$ cat config.mk
export PLATFORM = sky130hd
export DESIGN_NAME = vga_vram_arbiter
export DESIGN_NICKNAME = d
export VERILOG_FILES = /design/src/rtl/vga_pkg.sv /design/src/rtl/vga_wr_buf.sv /design/src/rtl/vga_vram_arbiter.sv
export SDC_FILE = /design/constraint.sdc
export NUM_CORES = 1
export LEC_CHECK = 0
export ABC_CLOCK_PERIOD_IN_PS = 10090
export BUFFER_PORTS_ARGS = -buffer_cell sky130_fd_sc_hd__buf_2
export CORE_MARGIN = 5
export CORE_UTILIZATION = 50
export CTS_CLUSTER_SIZE = 25
export DETAILED_ROUTE_END_ITERATION = 16
export HOLD_SLACK_MARGIN = 0.12
export PLACE_DENSITY_LB_ADDON = 0.08
export SLEW_MARGIN = 25
export SYNTH_ARGS = -nofsm -noshare
export SYNTH_HDL_FRONTEND = slang
export SYNTH_HIERARCHICAL = 1
export SYNTH_SLANG_ARGS = --single-unit
$ cat constraint.sdc
create_clock -name clk -period 10.09 [get_ports clk]
set_input_delay 1.009 -clock clk [delete_from_list [all_inputs] [get_ports clk]]
set_output_delay 1.009 -clock clk [all_outputs]
set_load 0.02 [all_outputs]
$ cat src/rtl/vga_pkg.sv
// Shared definitions for the VGA VRAM path: default widths, 640x480 timing constants
// and the CPU read FSM state encoding.
package vga_pkg;

  localparam int ADDR_W_DEF   = 19;
  localparam int DATA_W_DEF   = 12;
  localparam int MAX_WAIT_DEF = 800;

  localparam int H_VISIBLE = 640;
  localparam int H_FRONT   = 16;
  localparam int H_SYNC    = 96;
  localparam int H_BACK    = 48;
  localparam int H_TOTAL   = H_VISIBLE + H_FRONT + H_SYNC + H_BACK;

  localparam int V_VISIBLE = 480;
  localparam int V_FRONT   = 10;
  localparam int V_SYNC    = 2;
  localparam int V_BACK    = 33;
  localparam int V_TOTAL   = V_VISIBLE + V_FRONT + V_SYNC + V_BACK;

  typedef enum logic [1:0] {
    IDLE     = 2'd0,
    RD_ISSUE = 2'd1,
    RD_DATA  = 2'd2
  } rd_state_t;

endpackage

$ cat src/rtl/vga_wr_buf.sv
// One-entry posted write buffer: captures a CPU write, holds it until the VRAM port is free.
module vga_wr_buf
  import vga_pkg::*;
#(
  parameter int ADDR_W = ADDR_W_DEF,
  parameter int DATA_W = DATA_W_DEF
) (
  input  logic              clk,
  input  logic              rst_n,
  input  logic              cap,
  input  logic [ADDR_W-1:0] cap_addr,
  input  logic [DATA_W-1:0] cap_data,
  input  logic              drain,
  output logic              wb_valid,
  output logic [ADDR_W-1:0] wb_addr,
  output logic [DATA_W-1:0] wb_data
);

  // cap only fires with the buffer empty and drain only with it full, so they never collide
  always_ff @(posedge clk or negedge rst_n) begin
    if (!rst_n) begin
      wb_valid <= 1'b0;
    end else if (cap) begin
      wb_valid <= 1'b1;
    end else if (drain) begin
      wb_valid <= 1'b0;
    end
  end

  always_ff @(posedge clk) begin
    if (cap) begin
      wb_addr <= cap_addr;
      wb_data <= cap_data;
    end
  end

endmodule

$ cat src/rtl/vga_vram_arbiter.sv
// Single-port VRAM arbiter: scanout fetches own the port whenever requested, the CPU
// (posted writes, then reads) fills the remaining cycles.
module vga_vram_arbiter
  import vga_pkg::*;
#(
  parameter int ADDR_W   = ADDR_W_DEF,
  parameter int DATA_W   = DATA_W_DEF,
  parameter int MAX_WAIT = MAX_WAIT_DEF
) (
  input  logic              clk,
  input  logic              rst_n,
  input  logic              pix_req,
  input  logic [ADDR_W-1:0] pix_addr,
  output logic              pix_valid,
  output logic [DATA_W-1:0] pix_data,
  input  logic              cpu_req,
  input  logic              cpu_we,
  input  logic [ADDR_W-1:0] cpu_addr,
  input  logic [DATA_W-1:0] cpu_wdata,
  output logic              cpu_ack,
  output logic [DATA_W-1:0] cpu_rdata,
  output logic              starve,
  output logic              ram_en,
  output logic              ram_we,
  output logic [ADDR_W-1:0] ram_addr,
  output logic [DATA_W-1:0] ram_wdata,
  input  logic [DATA_W-1:0] ram_rdata
);

  localparam int CNT_W = $clog2(MAX_WAIT + 1);

  function automatic logic [CNT_W-1:0] sat_inc(input logic [CNT_W-1:0] v);
    return (v == CNT_W'(MAX_WAIT)) ? v : v + CNT_W'(1);
  endfunction

  rd_state_t         state;
  logic              wb_valid;
  logic [ADDR_W-1:0] wb_addr;
  logic [DATA_W-1:0] wb_data;
  logic              wr_cap;
  logic              wr_drain;
  logic              rd_start;
  logic              rd_issue;
  logic              vld_p1;
  logic              vld_p2;
  logic [DATA_W-1:0] pix_data_p2;
  logic [CNT_W-1:0]  wait_cnt;
  logic [CNT_W-1:0]  wait_nxt;

  // A request is not looked at in its own ack cycle, so one request yields exactly one ack
  assign wr_cap   = cpu_req & cpu_we & ~wb_valid & (state == IDLE) & ~cpu_ack;
  assign rd_start = cpu_req & ~cpu_we & ~wb_valid & (state == IDLE) & ~cpu_ack;
  assign wr_drain = wb_valid & ~pix_req;
  assign rd_issue = (state == RD_ISSUE) & ~pix_req & ~wb_valid;

  vga_wr_buf #(
    .ADDR_W (ADDR_W),
    .DATA_W (DATA_W)
  ) u_wr_buf (
    .clk      (clk),
    .rst_n    (rst_n),
    .cap      (wr_cap),
    .cap_addr (cpu_addr),
    .cap_data (cpu_wdata),
    .drain    (wr_drain),
    .wb_valid (wb_valid),
    .wb_addr  (wb_addr),
    .wb_data  (wb_data)
  );

  always_comb begin
    ram_en    = 1'b0;
    ram_we    = 1'b0;
    ram_addr  = '0;
    ram_wdata = '0;
    if (pix_req) begin
      ram_en   = 1'b1;
      ram_addr = pix_addr;
    end else if (wb_valid) begin
      ram_en    = 1'b1;
      ram_we    = 1'b1;
      ram_addr  = wb_addr;
      ram_wdata = wb_data;
    end else if (rd_issue) begin
      ram_en   = 1'b1;
      ram_addr = cpu_addr;
    end
  end

  always_ff @(posedge clk or negedge rst_n) begin
    if (!rst_n) begin
      state     <= IDLE;
      cpu_ack   <= 1'b0;
      cpu_rdata <= '0;
    end else begin
      cpu_ack <= 1'b0;
      unique case (state)
        IDLE: begin
          if (rd_start) begin
            state <= RD_ISSUE;
          end else if (wr_cap) begin
            cpu_ack <= 1'b1;
          end
        end
        RD_ISSUE: begin
          if (rd_issue) begin
            state <= RD_DATA;
          end
        end
        RD_DATA: begin
          cpu_rdata <= ram_rdata;
          cpu_ack   <= 1'b1;
          state     <= IDLE;
        end
        default: state <= IDLE;
      endcase
    end
  end

  // p1: RAM read in flight; p2: fetched pixel registered
  always_ff @(posedge clk or negedge rst_n) begin
    if (!rst_n) begin
      vld_p1      <= 1'b0;
      vld_p2      <= 1'b0;
      pix_data_p2 <= '0;
    end else begin
      vld_p1      <= pix_req;
      vld_p2      <= vld_p1;
      pix_data_p2 <= vld_p1 ? ram_rdata : '0;
    end
  end

  assign pix_valid = vld_p2;
  assign pix_data  = pix_data_p2;

  assign wait_nxt = cpu_ack ? '0 : (cpu_req ? sat_inc(wait_cnt) : wait_cnt);

  always_ff @(posedge clk or negedge rst_n) begin
    if (!rst_n) begin
      wait_cnt <= '0;
      starve   <= 1'b0;
    end else begin
      wait_cnt <= wait_nxt;
      starve   <= starve | (wait_nxt == CNT_W'(MAX_WAIT));
    end
  end

endmodule

# --- Word level (Yosys, flattened, before mapping) ---
# Index checks and enable logic that the tools add are counted.
op_classes:
  mux: 22
  eq_ne: 6
  bitwise: 16
  reduce_logical: 3
  n_addsub: 1
op_table:
  columns: ["cell", "n"]
  rows:
  - ["$mux 19", 3]
  - ["$mux 12", 3]
  - ["$mux 10", 3]
  - ["$eq 10x10->1 const B", 2]
  - ["$and 1x1->1", 11]
  - ["$add 10x1->10 const B", 1]
  - ["$mux 1", 9]
  - ["$mux 2", 2]
  - ["$ne 2x2->1 const B", 2]
  - ["$not 1->1", 4]
  - ["$pmux 2 s2", 1]
  - ["$eq 2x1->1 const B", 1]
  - ["$eq 2x2->1 const B", 1]
  - ["$logic_not 2->1", 1]
  - ["$pmux 1 s2", 1]
  - ["$reduce_and 2->1", 1]
  - ["$reduce_bool 2->1", 1]
  - ["$or 1x1->1", 1]
totals:
  reg_bits: 72
  word_cells: 59
  inputBits: 67
  out_inout_bits: 60

# --- Logic depth before layout (Yosys ltp) ---
logic_depth:
  word_depth: 7
  depth_mapped: 7
  depth_no_buf: 7

# --- Cells and area by module ---
# Netlist, hierarchy kept.
modules_own_cells:
  columns: ["module", "seq_area_each_um2", "instances", "cells_per_inst", "area_each_um2"]
  rows:
  - ["vga_vram_arbiter", 1001.0, 1, 207, 2114.5]
  - ["vga_wr_buf", 955.9, 1, 34, 967.2]

# --- Worst setup path before layout ---
# OpenSTA, ideal clock, no wires.
synth_timing:
  path_type: "input-to-reg"
  startpoint: "input cpu_req"
  endpoint: "register u_wr_buf.wb_addr[0], enable pin"
  required_ps: 9622
  cell_stages: 3
  setup_ps: 468
  slack_ps: 5824
  n_path_buf: 0
  arrival_ps: 3797
  path_cell_list: "nand2b_1 -> or3_1 -> nor3b_1"
synth_via:
  elab_chain_cells: 4
synth_lines:
  columns: ["element", "line", "text"]
  rows:
  - ["start, declared", "vga_vram_arbiter.sv:16", "input logic cpu_req,"]
  - ["$and 1x1->1 (4 in a row)", "vga_vram_arbiter.sv:51", "assign wr_cap = cpu_req & cpu_we & ~wb_valid & (state == IDLE) & ~cpu_ack;"]
  - ["named net wr_cap", "vga_vram_arbiter.sv:40", "logic wr_cap;"]
  - ["end signal, assigned", "vga_wr_buf.sv:32", "wb_addr <= cap_addr;"]
  - ["end, declared", "vga_wr_buf.sv:15", "output logic [ADDR_W-1:0] wb_addr,"]
# The timed path passes the listed nets, and every way through them passes these cells.
# A chain may end at the register's enable or synchronous reset.

# --- Final worst setup path ---
layout_timing:
  startpoint: "input pix_req"
  endpoint: "output ram_addr[14]"
layout_via:
  elab_chain_cells: 6
layout_lines:
  columns: ["element", "line", "text"]
  rows:
  - ["start, declared", "vga_vram_arbiter.sv:12", "input logic pix_req,"]
  - ["$not 1->1", "vga_vram_arbiter.sv:54", "assign rd_issue = (state == RD_ISSUE) & ~pix_req & ~wb_valid;"]
  - ["$and 1x1->1 (2 in a row)", "vga_vram_arbiter.sv:54", null]
  - ["$mux 19", "vga_vram_arbiter.sv:84", "end else if (rd_issue) begin"]
  - ["$mux 19", "vga_vram_arbiter.sv:79", "end else if (wb_valid) begin"]
  - ["$mux 19 (*)", "vga_vram_arbiter.sv:76", "if (pix_req) begin"]
  - ["end, declared", "vga_vram_arbiter.sv:25", "output logic [ADDR_W-1:0] ram_addr,"]
# Mark *: on every way between the ends. The rest lies on a longest branch, timed or not.

==> impl_metrics.yaml <==
global_route:
  grt_usage_pct: 18.64
  grt_pass1_vias: 2285
  grt-ovfl-total: 0
  grt_max_degree: 42
  antenna_found_initial: 0
  grt_pass1_wl_um: 11050
detailed_routing:
  num_vias: 2296
  firstDrtPassIters: 7
  wl_per_cell_um: 15.44
  ant_nets: 0
  drt-total-wl_um: 6886
  avgViaCountPerCell: 5.148
  route.detailed.drc: 0
  first_iter_violations: 199
clocking:
  post-cts-setup-buffer-count: 0
  clock_latency_ns: 0.34
  htree_levels: 3
  numCtsBuffers: 9
  cts_hold_buffers: 0
  cts_resized: 0
  clk_pin_slew_ns: 0.07
  clk_path_buf_depth: 2
  root_buffer: "clkbuf_8"
  cts.sinks: 72
  tritoncts: "built"
synthesis:
  yosys_warnings: 6
  synth.avg_cell_area_um2: 12.79
  synth_top_flop_cell: "dfrtp_1"
  synth_compound_area_share_pct: 10.07
  synthCells: 241
  synthSimpleGateAreaFrac_pct: 13.68
  netlist_area_um2: 3082
  ys_seq_elements: 72
  syn_nets: 310
  synth_cell_types: 43
  synth_top_family_by_area: "simple AND/OR/NAND/NOR gates"
  synth_edf_count: 31
  async_flop_share_pct: 56.94
  synth_fa_ha_area_share_pct: 0.8120
  synth-xor-area-share_pct: 2.274
  seq_area_frac_synth_pct: 63.50
  synthMuxAreaShare_pct: 4.710
floorplan:
  die_w_um: 88.51
  start_util_pct: 51.74
  die_h_um: 88.51
  rows: 28
  pin_count: 127
  core-area_um2: 5956
  dieArea_um2: 7833
sta:
  post-route-period-util_pct: 34.13
  skew_ns: 0.007515
  slew_viol_final: 0
  max_clock_freq_mhz: 290.3
  setup_viol: 0
  relSlewSlack_pct: 48.71
  rsz0062_at_grt: "false"
  tightest_slew_ns: 0.7669
  final_hold_viol_count: 0
  fin_setup_tns_ns: 0
  period_needed_ns: 3.444
setup_path:
  cp_max_fo: 24
  worstPathArrival_ns: 2.44
  crit_path_start_kind: "input pin"
  worst_setup_path_end_kind: "output port"
  critPathRequiredTime_ns: 9.08
  crit_type: "in2out"
worst_hold_path:
  hold_class: "reg2reg"
finish:
  nets: 435
  n_fill_cell: 496
  diodes: 0
  area_growth_pct: 28.66
  post-route-util_pct: 66.58
  layout_commonest_cell: "buf_2"
  seq_area_um2: 1957
  drive_above_1_share_pct: 44.20
  final_cell_mix: "125 x buf_2, 41 x dfrtp_1, 31 x edfxtp_1"
  multi_input_area_um2: 996.0
placement:
  dp_hpwl_um: 4950
  place.port_buffers: 126
  place.gp.congestion: 0.7940
pwr:
  p_total_uw: 921.2
  vdd_drop_max_mv: 0.1766
  p_leak_nw: 1.927
  p_per_area_nw_per_um2: 232.3
job:
  cap_violations: 0
status:
  status: "completed"
==> cell families (layout without fill, tap and decap cells) <==
family,count (synthesis),after routing
xor gates and xnor gates,8,8
buffers and inverters,37,167
DFF,72,72
and+or+nand+nor,72,72
muxes,13,13
AOI/OAI and AO/OA,37,37
adders and majority gates,2,2
==> stage by stage <==
| stage | cell area, µm² | setup WS [ns] | instances | hold slack [ns] |
|---|---|---|---|---|
| floorplan | 3082 | 5.824 | 241 | 0.3771 |
| finish | 3965 | 6.646 | 446 | 0.4878 |
| CTS | 3963 | 6.634 | 446 | 0.4924 |
| detailed placement | 3775 | 6.650 | 430 | 0.4781 |
| global route | 3965 | 6.544 | 446 | 0.5199 |
| global placement | 3764 | 6.389 | 430 | 0.4769 |
==> cell type report <==
cell class,count,area share [%]
flip-flops and latches,72,49.35
multi-input cells,132,25.12
repair buffers,127,16.16
clock buffers,10,3.219
well taps,75,2.367
inverters,24,2.272
clock inverters,6,1.515
==> per-layer routing <==
layer  vias to the layer above  track usage, %  part of all wire [%]
li1                       1118               -                     -
met1                      1066           25.32                    41
met2                       106           27.26                    48
met3                         6           8.566                    10
met4                         0           5.082                   1.1
met5                         -               0                     0
==> path summary, 6_finish.rpt <==
check / startpoint / end / slack [ns] / cells after the start
setup / recovery: pix_req / ram_addr[14] / 6.65 / 5
hold / removal: state[1] / state[0] / 0.49 / 1
setup reg to reg: cpu_ack / u_wr_buf/wb_data[0] / 8.03 / 4
hold reg to reg: state[1] / state[0] / 0.49 / 1
max in group asynchronous: rst_n / wait_cnt[1] / 9.09 / 1
min in group asynchronous: rst_n / cpu_rdata[9] / 0.64 / 1
==> worst max-delay path, cell delays in order <==
cell	delay, ns
buf_2	0.25
nor3_4	0.70
a222oi_1	0.18
inv_1	0.11
buf_2	0.17
==> cell usage after synthesis (3+ instances only) <==
cell type / n / area (µm²)
nand2_1: 7 / 26.28
xor2_1: 6 / 52.55
and2_1: 24 / 150.1
a21oi_1: 4 / 20.02
dfrtp_1: 41 / 1026
nor3b_1: 3 / 22.52
mux2_2: 12 / 135.1
nand2b_1: 4 / 25.02
edfxtp_1: 31 / 930.9
o21ai_0: 4 / 20.02
nor2_1: 15 / 56.30
a222oi_1: 19 / 190.2
inv_1: 24 / 90.09
clkbuf_1: 9 / 33.78
nand3_1: 4 / 20.02
==> report_power, final <==
group | switching (mW) | internal (mW) | leakage, nW
clock | 0.105 | 0.113 | 0.0937
combinational | 0.177 | 0.117 | 1.03
sequential | 0.0427 | 0.368 | 0.803
total | 0.324 | 0.597 | 1.93
==> flip-flops by register name, indices dropped and copies added, names as in the netlist <==
signal             count
u_wr_buf/wb_addr      19
cpu_rdata             12
pix_data              12
u_wr_buf/wb_data      12
wait_cnt              10
state                  2
cpu_ack                1
pix_valid              1
starve                 1
u_wr_buf/wb_valid      1
vld_p1                 1
Note: power is estimated with default switching activity, not from simulation.
